## src/rtl/client_dir_write_buffer_if.sv

```systemverilog
// Bundle of the write-buffer facing signals: pipeline write input, SRAM
// write port and the forwarding lookup used by the directory read path.
interface client_dir_write_buffer_if #(
  parameter int SET_BITS = 7,
  parameter int WAY_BITS = 4
);
  logic                       io_in_valid;
  logic [SET_BITS-1:0]        io_in_bits_set;
  logic [WAY_BITS-1:0]        io_in_bits_way;
  logic [1:0]                 io_in_bits_data_0_state;
  logic [1:0]                 io_in_bits_data_1_state;
  logic                       io_full;
  logic                       io_overflow;
  logic                       io_sram_w_valid;
  logic                       io_sram_w_ready;
  logic [SET_BITS-1:0]        io_sram_w_set;
  logic [(1<<WAY_BITS)-1:0]   io_sram_w_waymask;
  logic [3:0]                 io_sram_w_data;
  logic [SET_BITS-1:0]        io_lookup_set;
  logic [WAY_BITS-1:0]        io_lookup_way;
  logic                       io_lookup_hit;
  logic [1:0]                 io_lookup_data_0_state;
  logic [1:0]                 io_lookup_data_1_state;

  // Environment side: drives writes, SRAM ready and lookup queries.
  modport master (
    output io_in_valid, io_in_bits_set, io_in_bits_way,
           io_in_bits_data_0_state, io_in_bits_data_1_state,
           io_sram_w_ready, io_lookup_set, io_lookup_way,
    input  io_full, io_overflow, io_sram_w_valid, io_sram_w_set,
           io_sram_w_waymask, io_sram_w_data, io_lookup_hit,
           io_lookup_data_0_state, io_lookup_data_1_state
  );

  // Buffer side.
  modport slave (
    input  io_in_valid, io_in_bits_set, io_in_bits_way,
           io_in_bits_data_0_state, io_in_bits_data_1_state,
           io_sram_w_ready, io_lookup_set, io_lookup_way,
    output io_full, io_overflow, io_sram_w_valid, io_sram_w_set,
           io_sram_w_waymask, io_sram_w_data, io_lookup_hit,
           io_lookup_data_0_state, io_lookup_data_1_state
  );
endinterface

```

## src/rtl/client_dir_write_buffer.sv

```systemverilog
// Coalescing write buffer between the client-directory write stage and the
// single-port client-state SRAM, with a forwarding lookup for pending writes.
module client_dir_write_buffer #(
  parameter int DEPTH    = 4,
  parameter int SET_BITS = 7,
  parameter int WAY_BITS = 4
) (
  input  logic                        clock,
  input  logic                        reset,
  client_dir_write_buffer_if.slave    bus
);
  localparam int PTR_W  = $clog2(DEPTH);
  localparam int CNT_W  = PTR_W + 1;
  localparam int MASK_W = 1 << WAY_BITS;

  logic [PTR_W-1:0]    head_q, tail_q;
  logic [CNT_W-1:0]    count_q;
  logic                overflow_q;

  logic [SET_BITS-1:0] ent_set [DEPTH];
  logic [WAY_BITS-1:0] ent_way [DEPTH];
  logic [1:0]          ent_d0  [DEPTH];
  logic [1:0]          ent_d1  [DEPTH];

  logic [DEPTH-1:0]    ent_valid, in_match, look_match;
  logic                match_any;
  logic [PTR_W-1:0]    match_idx;
  logic                not_full_or_fire, append, drop, fire, w_valid;

  assign w_valid          = (count_q != '0);
  assign fire             = w_valid & bus.io_sram_w_ready;
  assign not_full_or_fire = (count_q < CNT_W'(DEPTH)) | fire;
  assign append           = bus.io_in_valid & ~match_any & not_full_or_fire;
  assign drop             = bus.io_in_valid & ~match_any & ~not_full_or_fire;

  // Per-entry occupancy and compares; occupancy comes from the distance to head.
  for (genvar g = 0; g < DEPTH; g++) begin : g_ent
    logic [PTR_W-1:0] rel;
    logic             head_firing;
    assign rel            = PTR_W'(g) - head_q;
    assign ent_valid[g]   = ({1'b0, rel} < count_q);
    assign head_firing    = fire & (PTR_W'(g) == head_q);
    assign in_match[g]    = bus.io_in_valid & ent_valid[g] & ~head_firing &
                            (ent_set[g] == bus.io_in_bits_set) &
                            (ent_way[g] == bus.io_in_bits_way);
    assign look_match[g]  = ent_valid[g] &
                            (ent_set[g] == bus.io_lookup_set) &
                            (ent_way[g] == bus.io_lookup_way);
  end

  // Coalesce target and forwarded data; at most one entry per (set, way) so OR-merge is exact.
  always_comb begin
    match_any                  = 1'b0;
    match_idx                  = '0;
    bus.io_lookup_hit          = 1'b0;
    bus.io_lookup_data_0_state = '0;
    bus.io_lookup_data_1_state = '0;
    for (int i = 0; i < DEPTH; i++) begin
      if (in_match[i]) begin
        match_any = 1'b1;
        match_idx = PTR_W'(i);
      end
      if (look_match[i]) begin
        bus.io_lookup_hit          = 1'b1;
        bus.io_lookup_data_0_state = bus.io_lookup_data_0_state | ent_d0[i];
        bus.io_lookup_data_1_state = bus.io_lookup_data_1_state | ent_d1[i];
      end
    end
  end

  // SRAM payload straight from the head entry, forced to zero when the buffer is empty.
  always_comb begin
    bus.io_sram_w_valid   = w_valid;
    bus.io_sram_w_set     = '0;
    bus.io_sram_w_waymask = '0;
    bus.io_sram_w_data    = '0;
    if (w_valid) begin
      bus.io_sram_w_set     = ent_set[head_q];
      bus.io_sram_w_waymask = MASK_W'(1) << ent_way[head_q];
      bus.io_sram_w_data    = {ent_d1[head_q], ent_d0[head_q]};
    end
  end

  assign bus.io_full     = (count_q >= CNT_W'(DEPTH - 1));
  assign bus.io_overflow = overflow_q;

  // Queue control: pointers, occupancy and sticky overflow.
  always_ff @(posedge clock or negedge reset) begin
    if (!reset) begin
      head_q     <= '0;
      tail_q     <= '0;
      count_q    <= '0;
      overflow_q <= 1'b0;
    end else begin
      if (fire)   head_q <= head_q + 1'b1;
      if (append) tail_q <= tail_q + 1'b1;
      if (append && !fire)      count_q <= count_q + 1'b1;
      else if (fire && !append) count_q <= count_q - 1'b1;
      if (drop) overflow_q <= 1'b1;
    end
  end

  // Entry storage: append at tail or overwrite states of the coalesce target.
  always_ff @(posedge clock) begin
    if (append) begin
      ent_set[tail_q] <= bus.io_in_bits_set;
      ent_way[tail_q] <= bus.io_in_bits_way;
      ent_d0[tail_q]  <= bus.io_in_bits_data_0_state;
      ent_d1[tail_q]  <= bus.io_in_bits_data_1_state;
    end else if (match_any) begin
      ent_d0[match_idx] <= bus.io_in_bits_data_0_state;
      ent_d1[match_idx] <= bus.io_in_bits_data_1_state;
    end
  end
endmodule

```

## src/flat_wrapper.sv

```systemverilog
// flat-port wrapper written by rule: the top's interface ports become plain ports
module client_dir_write_buffer_flat 
#(
  parameter int DEPTH    = 4,
  parameter int SET_BITS = 7,
  parameter int WAY_BITS = 4
)
  (clock, reset, bus_io_in_valid, bus_io_in_bits_set, bus_io_in_bits_way, bus_io_in_bits_data_0_state, bus_io_in_bits_data_1_state, bus_io_sram_w_ready, bus_io_lookup_set, bus_io_lookup_way, bus_io_full, bus_io_overflow, bus_io_sram_w_valid, bus_io_sram_w_set, bus_io_sram_w_waymask, bus_io_sram_w_data, bus_io_lookup_hit, bus_io_lookup_data_0_state, bus_io_lookup_data_1_state);
  client_dir_write_buffer_if #(.SET_BITS(SET_BITS), .WAY_BITS(WAY_BITS)) bus_i ();
  input  logic clock;
  input  logic reset;
  input wire logic [$bits(bus_i.io_in_valid)-1:0] bus_io_in_valid;
  input wire logic [$bits(bus_i.io_in_bits_set)-1:0] bus_io_in_bits_set;
  input wire logic [$bits(bus_i.io_in_bits_way)-1:0] bus_io_in_bits_way;
  input wire logic [$bits(bus_i.io_in_bits_data_0_state)-1:0] bus_io_in_bits_data_0_state;
  input wire logic [$bits(bus_i.io_in_bits_data_1_state)-1:0] bus_io_in_bits_data_1_state;
  input wire logic [$bits(bus_i.io_sram_w_ready)-1:0] bus_io_sram_w_ready;
  input wire logic [$bits(bus_i.io_lookup_set)-1:0] bus_io_lookup_set;
  input wire logic [$bits(bus_i.io_lookup_way)-1:0] bus_io_lookup_way;
  output wire logic [$bits(bus_i.io_full)-1:0] bus_io_full;
  output wire logic [$bits(bus_i.io_overflow)-1:0] bus_io_overflow;
  output wire logic [$bits(bus_i.io_sram_w_valid)-1:0] bus_io_sram_w_valid;
  output wire logic [$bits(bus_i.io_sram_w_set)-1:0] bus_io_sram_w_set;
  output wire logic [$bits(bus_i.io_sram_w_waymask)-1:0] bus_io_sram_w_waymask;
  output wire logic [$bits(bus_i.io_sram_w_data)-1:0] bus_io_sram_w_data;
  output wire logic [$bits(bus_i.io_lookup_hit)-1:0] bus_io_lookup_hit;
  output wire logic [$bits(bus_i.io_lookup_data_0_state)-1:0] bus_io_lookup_data_0_state;
  output wire logic [$bits(bus_i.io_lookup_data_1_state)-1:0] bus_io_lookup_data_1_state;
  assign bus_i.io_in_valid = bus_io_in_valid;
  assign bus_i.io_in_bits_set = bus_io_in_bits_set;
  assign bus_i.io_in_bits_way = bus_io_in_bits_way;
  assign bus_i.io_in_bits_data_0_state = bus_io_in_bits_data_0_state;
  assign bus_i.io_in_bits_data_1_state = bus_io_in_bits_data_1_state;
  assign bus_i.io_sram_w_ready = bus_io_sram_w_ready;
  assign bus_i.io_lookup_set = bus_io_lookup_set;
  assign bus_i.io_lookup_way = bus_io_lookup_way;
  assign bus_io_full = bus_i.io_full;
  assign bus_io_overflow = bus_i.io_overflow;
  assign bus_io_sram_w_valid = bus_i.io_sram_w_valid;
  assign bus_io_sram_w_set = bus_i.io_sram_w_set;
  assign bus_io_sram_w_waymask = bus_i.io_sram_w_waymask;
  assign bus_io_sram_w_data = bus_i.io_sram_w_data;
  assign bus_io_lookup_hit = bus_i.io_lookup_hit;
  assign bus_io_lookup_data_0_state = bus_i.io_lookup_data_0_state;
  assign bus_io_lookup_data_1_state = bus_i.io_lookup_data_1_state;
  client_dir_write_buffer #(.DEPTH(DEPTH), .SET_BITS(SET_BITS), .WAY_BITS(WAY_BITS)) u_core (.clock(clock), .reset(reset), .bus(bus_i));
endmodule
```

## config.mk

```make
export PLATFORM = sky130hd
export DESIGN_NAME = client_dir_write_buffer_flat
export DESIGN_NICKNAME = d
export VERILOG_FILES = /design/src/rtl/client_dir_write_buffer_if.sv /design/src/rtl/client_dir_write_buffer.sv /design/src/flat_wrapper.sv
export SDC_FILE = /design/constraint.sdc
export NUM_CORES = 1
export LEC_CHECK = 0
export ABC_AREA = 0
export CORE_MARGIN = 2
export CORE_UTILIZATION = 35
export CTS_BUF_LIST = sky130_fd_sc_hd__clkbuf_4 sky130_fd_sc_hd__clkbuf_8
export DETAILED_ROUTE_END_ITERATION = 8
export HOLD_SLACK_MARGIN = 0.12
export PLACE_DENSITY_LB_ADDON = 0.25
export SETUP_SLACK_MARGIN = 0.3
export SKIP_CTS_REPAIR_TIMING = 1
export SYNTH_ARGS = -nofsm -noshare
export SYNTH_HDL_FRONTEND = slang
export SYNTH_SLANG_ARGS = --single-unit
```

## constraint.sdc

```tcl
create_clock -name clock -period 3.8 [get_ports clock]
set_input_delay 0.38 -clock clock [delete_from_list [all_inputs] [get_ports clock]]
set_output_delay 0.38 -clock clock [all_outputs]
set_load 0.1 [all_outputs]
```

# Word-level counts from Yosys, hierarchy flattened

Memories as Yosys holds them, arrays and structs flattened.
Cells that the tools add are included.

Flip-flop bits (word level): 8
Memory bits (writable): 60
Output and inout port bits: 35
Word-level logic and storage cells: 131
Memories: 4

$add $sub $neg: 8
$lt $le $gt $ge: 6
Equality and inequality tests: 19
Shift operators: 1
Multiplexer cells: 35
Bitwise operators: 45
Reductions and logical operators: 9

Memory list:

| name           | words | bits a word | rd ports | clocked after memory_dff | wr ports | line                          | text |
|---|---|---|---|---|---|---|---|
| u_core.ent_set | 4     | 7           | 5        | 0                        | 1        | client_dir_write_buffer.sv:20 | `logic [SET_BITS-1:0] ent_set [DEPTH];` |
| u_core.ent_way | 4     | 4           | 5        | 0                        | 1        | client_dir_write_buffer.sv:21 | `logic [WAY_BITS-1:0] ent_way [DEPTH];` |
| u_core.ent_d0  | 4     | 2           | 5        | 0                        | 1        | client_dir_write_buffer.sv:22 | `logic [1:0] ent_d0 [DEPTH];` |
| u_core.ent_d1  | 4     | 2           | 5        | 0                        | 1        | client_dir_write_buffer.sv:23 | `logic [1:0] ent_d1 [DEPTH];` |

Operators with widths:

| operator               | number |
|---|---|
| $eq A7 B7 Y1           | 8 |
| $and A1 B1 Y1          | 32 |
| $eq A4 B4 Y1           | 8 |
| $mux W2                | 14 |
| $mux W1                | 16 |
| $mux W16               | 1 |
| $shl A1 B4 Y16 const A | 1 |
| $lt A2 B3 Y1           | 4 |
| $or A2 B2 Y2           | 6 |
| $mux W7                | 1 |
| $mux W3                | 2 |
| $not A1 Y1             | 6 |
| $add A2 B1 Y2 const B  | 2 |
| $eq A2 B2 Y1 const A   | 2 |
| $mux W4                | 1 |
| $reduce_or A2 Y1       | 2 |
| $sub A1 B2 Y2 const A  | 2 |
| $sub A2 B2 Y2 const A  | 2 |
| $add A3 B1 Y3 const B  | 1 |
| $ge A3 B2 Y1 const B   | 1 |
| $lt A3 B3 Y1 const B   | 1 |
| $reduce_bool A3 Y1     | 1 |
| $sub A3 B1 Y3 const B  | 1 |
| $eq A1 B2 Y1 const A   | 1 |
| 5 further kinds        | 7 |

# Longest topological paths before layout

Gate-level depths: netlist of run 1.

Word-level depth: 18
Mapped depth: 17
Mapped depth without buffers: 14

# Least setup slack after synthesis of run 1

Ideal clock, no wire load.

Kind: register -> register
From: register u_core.head_q[0]
To: register u_core.count_q[1]
Library setup time: 0.125 ns
Data arrival time: 3.766 ns
Required time: 3.675 ns
Slack: -0.090 ns
Cell stages (with the launch flop): 16
Buffers on the path: 3
Cells stage by stage: dfrtp_1 buf_2 buf_1 inv_1 ha_1 inv_1 ha_1 a21oi_1 nor2_1 or3_1 and3_1 buf_6 ha_1 inv_1 fa_1 mux2_2

RTL lines:

| what                           | line                          | text |
|---|---|---|
| start, declared                | client_dir_write_buffer.sv:16 | `logic [PTR_W-1:0] head_q, tail_q;` |
| start signal, assigned         | client_dir_write_buffer.sv:95 | `if (fire) head_q <= head_q + 1'b1;` |
| $sub A1 B2 Y2 (*)              | client_dir_write_buffer.sv:40 | `assign rel = PTR_W'(g) - head_q;` |
| via u_core.g_ent[1].rel[0]     | client_dir_write_buffer.sv:38 | `logic [PTR_W-1:0] rel;` |
| $lt A2 B3 Y1 (*)               | client_dir_write_buffer.sv:41 | `assign ent_valid[g] = ({1'b0, rel} < count_q);` |
| $and A1 B1 Y1 (*) (3 in a row) | client_dir_write_buffer.sv:43 | `assign in_match[g] = bus.io_in_valid & ent_valid[g] & ~head_firing &` |
| $and A1 B1 Y1 (*)              | client_dir_write_buffer.sv:44 | `(ent_set[g] == bus.io_in_bits_set) &` |
| $mux W1 (*) (3 in a row)       | client_dir_write_buffer.sv:59 | `if (in_match[i]) begin` |
| $not A1 Y1 (*)                 | client_dir_write_buffer.sv:33 | `assign append = bus.io_in_valid & ~match_any & not_full_or_fire;` |
| $and A1 B1 Y1 (*) (2 in a row) | client_dir_write_buffer.sv:33 |  |
| via u_core.append              | client_dir_write_buffer.sv:28 | `logic not_full_or_fire, append, drop, fire, w_valid;` |
| $logic_not A1 Y1               | client_dir_write_buffer.sv:98 | `else if (fire && !append) count_q <= count_q - 1'b1;` |
| $logic_and A1 B1 Y1            | client_dir_write_buffer.sv:98 |  |
| $reduce_bool A2 Y1 (no line)   | n/a                           |  |
| end signal, assigned           | client_dir_write_buffer.sv:97 | `if (append && !fire) count_q <= count_q + 1'b1;` |
| end signal, assigned           | client_dir_write_buffer.sv:98 |  |
| end, declared                  | client_dir_write_buffer.sv:17 | `logic [CNT_W-1:0] count_q;` |

Mark *: on every way through the listed nets, which the timed path passes. The rest lies on a longest branch.
A chain may end at the register's enable or synchronous reset.

# Final worst setup path of run 1

From: input port bus_io_lookup_set[6]
To: output port bus_io_lookup_data_1_state[1]

Longest elaborated chain between the ends: 10

Ends and longest elaborated chain:

| what            | line                          | text |
|---|---|---|
| start, declared | flat_wrapper.sv:18            | `input wire logic [$bits(bus_i.io_lookup_set)-1:0] bus_io_lookup_set;` |
| $eq A7 B7 Y1    | client_dir_write_buffer.sv:47 | `(ent_set[g] == bus.io_lookup_set) &` |
| $and A1 B1 Y1   | client_dir_write_buffer.sv:46 | `assign look_match[g] = ent_valid[g] &` |
| $and A1 B1 Y1   | client_dir_write_buffer.sv:47 |  |
| $mux W2         | client_dir_write_buffer.sv:63 | `if (look_match[i]) begin` |
| $or A2 B2 Y2    | client_dir_write_buffer.sv:66 | `bus.io_lookup_data_1_state = bus.io_lookup_data_1_state \| ent_d1[i];` |
| $mux W2         | client_dir_write_buffer.sv:63 |  |
| $or A2 B2 Y2    | client_dir_write_buffer.sv:66 |  |
| $mux W2         | client_dir_write_buffer.sv:63 |  |
| $or A2 B2 Y2    | client_dir_write_buffer.sv:66 |  |
| $mux W2 (*)     | client_dir_write_buffer.sv:63 |  |
| end, declared   | flat_wrapper.sv:28            | `output wire logic [$bits(bus_i.io_lookup_data_1_state)-1:0] bus_io_lookup_data_1_state;` |

Every way passes the cells marked *; elsewhere a longest branch is shown, timed or not.

==> out/metrics.csv, run 1 <==
stage,metric,value,unit
status,status,completed,
setup_path,timing.critical_path.mode_cell,nor4_1,
synth,synthCells,354,
setup_path,max_stage_delay,0.54,ns
placed_design,gp_congestion,0.8593,
setup_path,endpoint_kind,output pin,
sta,fin_setup_tns,0,ns
placed_design,dpl_cell_area,5160,um^2
synth,synth-edff-count,60,
sta,fin_crit_sh,85.75,%
clock_network,cts_buffer_depth,2,
hold_path,hp-class,in -> async,
die,die_h,114.6,um
clock_network,clk_latency,0.34,ns
sta,final-setup-viol-count,0,
die,dieArea,13130,um^2
synth,synth_ff_type,edfxtp_1,
synth,synth_nets,398,
synth,synth_compound_area_share,4.676,%
cells_and_area,fin_nets,464,
clock_network,root_buffer,clkbuf_8,
cells_and_area,postLayoutCoreUtil,45.03,%
synth,synth_top_family_by_area,XOR/XNOR gates,
synth,synthAdderAreaFrac,4.267,%
die,core-area,11960,um^2
sta,period_minus_slack,3.259,ns
placed_design,dp_cells,556,
routing,antenna_left,0,
synth,synth.area.mux_share,8.504,%
die,rows,40,
sta,hold_violations,0,
grt,grt_pass1_vias,3151,
sta,slew_viol_final,0,
die,initial_core_util,35.79,%
setup_path,worstPathMaxFanout,5,
setup_path,path_cells,clkdlybuf4s50_1 -> xor2_1 -> nor4_1 -> o211ai_1 -> nor4_1 -> buf_4 -> a22oi_1 -> nand2_1 -> buf_12,
synth,yosysSeqAreaShare,46.76,%
synth,synth_top_area_share,42.08,%
placed_design,hpwl,8669,um
setup_path,critPathRequiredTime,3.42,ns
cells_and_area,mostFrequentLayoutCell,edfxtp_1,
routing,vias,3068,
clock_network,cts_tree,done,
sta,setup_slack,0.5415,ns
synth,yosys.area_share.simple,13.82,%
sta,rsz0062_at_grt,true,
cells_and_area,stdcell_area,5386,um^2
synth,synth.avg_cell_area,12.09,um^2
die,die_w,114.6,um
setup_path,critical_path_class,in -> out,
grt,grt_overflow,0,
sta,fin_worst_skew,0.01103,ns
grt,grt_pass1_wl,17700,um
clock_network,clock_sink_count,68,
synth,synth-xor-area-share,19.02,%
pwr,vdd_drop_max,407.7,uV
setup_path,critPathLaunchType,primary input,
routing,wire_per_inst,20.01,um
setup_path,crit_arrival,2.88,ns
cells_and_area,area_growth,25.80,%
sta,relSlewSlack,35.69,%
synth,synth_area_leaders,"edfxtp_1, xnor2_1, xor2_1, mux4_2, dfrtp_1",
sta,fmax,0.3069,GHz
run,max-cap-violations,0,
grt,grt_usage,18.24,%
pwr,p_per_area,833.3,nW/um^2
cells_and_area,post_route_cells_drive_above_1_share,18.35,%
routing,drt_iter0_markers,195,
synth,yosysTopAreaCell,edfxtp_1,
setup_path,cpMaxStageDelayCell,clkdlybuf4s50_1,
grt,antenna_found_initial,0,
cells_and_area,final_cells,572,
routing,via_per_inst,5.364,
pwr,leakagePower,0.001901,uW
sta,tightest_slew,0.9616,ns
routing,firstDrtPassIters,5,
placed_design,io_buffers,64,
synth,synth.distinct_cells,47,
grt,grt_max_degree,22,
synth,syn_area,4282,um^2
synth,async_reset_ff_share,11.76,%
placed_design,place_ws,0.2997,ns
die,num_io_pins,65,
synth,yosysWarnings,0,
clock_network,htree_num_levels,3,
synth,synth-seq-cells,68,
routing,drc_errors,0,
routing,finalWirelength,11440,um
clock_network,cts_inserted_buffers,9,
clock_network,clk_pin_slew,0.07,ns
cells_and_area,mostFrequentLayoutCells,"edfxtp_1, xnor2_1, xor2_1",
cells_and_area,diodes,0,
==> logic make-up after synthesis <==
group | after synthesis
fa+ha+maj | 14
xor+xnor | 93
buf+inv | 27
simple gates | 107
mux | 17
compound gates | 28
flops | 68
==> worst max-delay path: cells and delay by family <==
kind	cells	cell delay, ns
xor gates and xnor gates	1	0.22
AOI/OAI and AO/OA	2	0.27
and+or+nand+nor	3	1.05
buffers and inverters	3	0.96
==> per-layer routing <==
metal  global-route usage, %  up-vias  part of all wire (%)
li1                        -     1420                     -
met1                   24.47     1536                    43
met2                   30.53       98                    50
met3                   2.382       14                   5.1
met4                   6.179        0                   1.6
met5                       0        -                     0
==> synth_stat cells, types with 2 or more instances <==
library cell   n
a211oi_1       2
a21oi_1        3
a22oi_1        8
and2_1        15
buf_2          2
buf_6          3
clkbuf_1      11
dfrtp_1        8
edfxtp_1      60
ha_1          13
inv_1         10
mux4_2        15
nand2_1       13
nand2b_1       3
nand3_1        5
nand4_1       17
nand4b_1       2
nor2_1        27
nor3_1         4
nor4_1        11
o21ai_0        3
o31a_1         2
or3_1          2
xnor2_1       52
xor2_1        41
==> layout make-up <==
| class | instances | area [um^2] |
|---|---|---|
| inverters | 10 | 37.54 |
| repair buffers | 72 | 783.3 |
| fillers | 1084 | 6575 |
| clock buffers | 9 | 123.9 |
| multi-input cells | 259 | 2165 |
| well taps | 147 | 183.9 |
| clock inverters | 7 | 91.34 |
| flip-flops and latches | 68 | 2002 |
==> flip-flops by register name, indices dropped and copies added (netlist names) <==
register                flops
u_core.ent_way             16
u_core.ent_set             28
u_core.tail_q               2
u_core.ent_d1               8
u_core.ent_d0               8
u_core.bus.io_overflow      1
u_core.count_q              3
u_core.head_q               2
==> final timing paths <==
path | startpoint | end | slack [ns] | depth (start not counted)
max in group asynchronous | reset | u_core.tail_q[0]$_DFFE_PN0P_ | 3.21 | 1
min | reset | u_core.count_q[0]$_DFFE_PN0P_ | 0.32 | 1
min reg2reg | u_core.bus.io_overflow$_DFFE_PN0P_ | u_core.bus.io_overflow$_DFFE_PN0P_ | 0.48 | 1
max | bus_io_lookup_set[6] | bus_io_lookup_data_1_state[1] | 0.54 | 9
max reg2reg | u_core.head_q[1]$_DFFE_PN0N_ | u_core.count_q[1]$_DFFE_PN0P_ | 0.63 | 12
min in group clock | u_core.bus.io_overflow$_DFFE_PN0P_ | u_core.bus.io_overflow$_DFFE_PN0P_ | 0.48 | 1
==> per-stage QoR <==
stage,hold slack [ns],power (uW)
after floorplan,0.08441,3189
after global placement,0.4705,3837
after detailed placement,0.4734,3869
after CTS,0.3197,4515
after global routing,0.3470,4708
final,0.3211,4488
==> power by group <==
| part | leakage (uW) | switching, uW | total (uW) | internal (uW) |
|---|---|---|---|---|
| clock | 0.000111 | 273 | 640 | 367 |
| combinational | 0.00115 | 1900 | 2710 | 816 |
| sequential | 0.000639 | 159 | 1140 | 977 |
| total | 0.00190 | 2330 | 4490 | 2160 |
No activity file was read; power rests on OpenSTA's default activity.
==> run 2, diff against run 1 <==
- SETUP_SLACK_MARGIN: 0.3 -> not set
==> run 2 against run 1 <==
Die area is the same. Via count grew 1.0%. Global-route usage rose by 0.44 points. Largest cell class unchanged. Largest power group unchanged.
==> out/metrics.csv, run 2 (synthesis gave the netlist of run 1 again) <==
stage,metric,value,unit
cells_and_area,post_route_cells_drive_above_1_share,17.88,%
die,dieArea,13130,um^2
grt,grtUsageMet2,29.82,%
setup_path,r2r_end,u_core.count_q[1]$_DFFE_PN0P_,
sta,setup_slack,0.4639,ns
setup_path,r2r_setup_slack,0.59,ns
pwr,p_per_area,821.1,nW/um^2
grt,grt_overflow,0,
setup_path,critical_path_class,reg -> out,
placed_design,hpwl,8709,um
die,die_w,114.6,um
die,rows,40,
clock_network,cts_buffer_depth,2,
sta,slew_viol_final,0,
pwr,finalPower,4374,uW
clock_network,cts_tree,done,
routing,drt_iter0_markers,175,
grt,grt_pass1_vias,3091,
routing,antenna_left,0,
cells_and_area,diodes,0,
grt,grt_util_met1,25.05,%
sta,fin_crit_sh,87.79,%
die,core-area,11960,um^2
sta,relSlewSlack,35.59,%
die,die_h,114.6,um
pwr,leakagePower,0.001873,uW
setup_path,crit_arrival,2.96,ns
placed_design,gp_congestion,0.8675,
sta,tightest_slew,0.9632,ns
cells_and_area,final_cells,572,
routing,firstDrtPassIters,4,
cells_and_area,largest_reg_flops,28,
setup_path,r2r_start,u_core.head_q[1]$_DFFE_PN0N_,
routing,via_per_inst,5.420,
routing,wire_per_inst,20.23,um
clock_network,cts_inserted_buffers,9,
placed_design,place_ws,0.3135,ns
cells_and_area,mostFrequentLayoutCell,edfxtp_1,
clock_network,clk_pin_slew,0.07,ns
routing,finalWirelength,11570,um
grt,grt-busiest-layer,met2,
hold_path,hp-class,in -> async,
cells_and_area,fin_nets,464,
die,initial_core_util,35.79,%
grt,grtUsageMet3,2.647,%
run,max-cap-violations,0,
clock_network,root_buffer,clkbuf_8,
grt,grt_usage,18.68,%
placed_design,dp_cells,556,
cells_and_area,top_regs,"u_core.ent_set x28, u_core.ent_way x16",
clock_network,htree_num_levels,3,
sta,fmax,0.2997,GHz
cells_and_area,mostFrequentLayoutCells,"edfxtp_1, xnor2_1, xor2_1",
placed_design,io_buffers,64,
routing,vias,3100,
setup_path,critPathRequiredTime,3.42,ns
cells_and_area,top_register,u_core.ent_set,
sta,final-setup-viol-count,0,
pwr,vdd_drop_max,506.9,uV
grt,grt_pass1_wl,17980,um
setup_path,endpoint_kind,output pin,
clock_network,clk_latency,0.36,ns
die,num_io_pins,65,
status,status,completed,
sta,rsz0062_at_grt,false,
cells_and_area,area_growth,24.40,%
setup_path,critPathLaunchType,flip-flop,
setup_path,worstPathMaxFanout,5,
setup_path,rr_worst_depth,12,
sta,whs,0.3087,ns
clock_network,clock_sink_count,68,
grt,antenna_found_initial,0,
sta,hold_violations,0,
sta,period_minus_slack,3.336,ns
sta,fin_setup_tns,0,ns
routing,drc_errors,0,
grt,grt_max_degree,22,
sta,fin_worst_skew,0.008995,ns
==> run 2: cell count changes in the layout (fill, tap and decap cells not counted), sizes merged <==
cell / before / now
bufinv: 2 / 0
clkinv: 5 / 4
clkinvlp: 0 / 2
inv: 10 / 11
==> run 2: power by group <==
group	internal, uW	total [uW]	switching (uW)
sequential	977	1130	157
clock	233	528	296
combinational	815	2710	1900
total	2020	4370	2350
==> run 2: worst max-delay path, cell delays in order, from the launching register on <==
cell and delay, ns:
dfrtp_1 0.39, inv_1 0.13, ha_1 0.28, ha_1 0.30
a31oi_1 0.26, nand4_1 0.12, nor3_1 0.60, a22oi_1 0.19
nand2_1 0.14, buf_12 0.18
==> run 2: per-stage QoR <==
stage	utilization, %	instance area, um^2
after global placement	43.14	5160
after floorplan	-	4283
after global routing	44.53	5326
after detailed placement	43.14	5160
final	44.53	5326
after CTS	44.53	5326
==> run 2: routing by layer <==
layer,routed length [um],part of all wire [%],vias up
li1,-,-,1421
met1,4902,42,1538
met2,5590,48,114
met3,706,6.1,27
met4,374,3.2,0
met5,0,0,-
==> run 2: final cells by class <==
| cell class | instances | area [um^2] |
|---|---|---|
| sequential | 68 | 2002 |
| inverter | 10 | 37.54 |
| timing repair buffer | 72 | 783.3 |
| clock inverter | 7 | 42.54 |
| clock buffer | 9 | 123.9 |
| multi-input combinational | 259 | 2153 |
| tap | 147 | 183.9 |
| fill | 1090 | 6635 |
==> run 2: worst max-delay path by stage <==
stage	startpoint	end	slack (ns)	cells after the start
detailed placement	bus_io_in_bits_set[5]	u_core.count_q[1]$_DFFE_PN0P_	0.31	10
global route	u_core.count_q[1]$_DFFE_PN0P_	bus_io_lookup_data_0_state[1]	0.24	10
CTS	u_core.head_q[1]$_DFFE_PN0N_	bus_io_lookup_data_1_state[1]	0.47	9
floorplan	u_core.head_q[1]$_DFFE_PN0N_	u_core.count_q[1]$_DFFE_PN0P_	0.11	15
finish	u_core.head_q[1]$_DFFE_PN0N_	bus_io_lookup_data_1_state[1]	0.46	9
global placement	bus_io_in_bits_set[5]	u_core.count_q[1]$_DFFE_PN0P_	0.39	10
==> run 3, diff against run 2 <==
- SLEW_MARGIN: not set -> 15
==> results of run 3 <==
No change in the layout: final DEF, timing and power equal those of run 2.
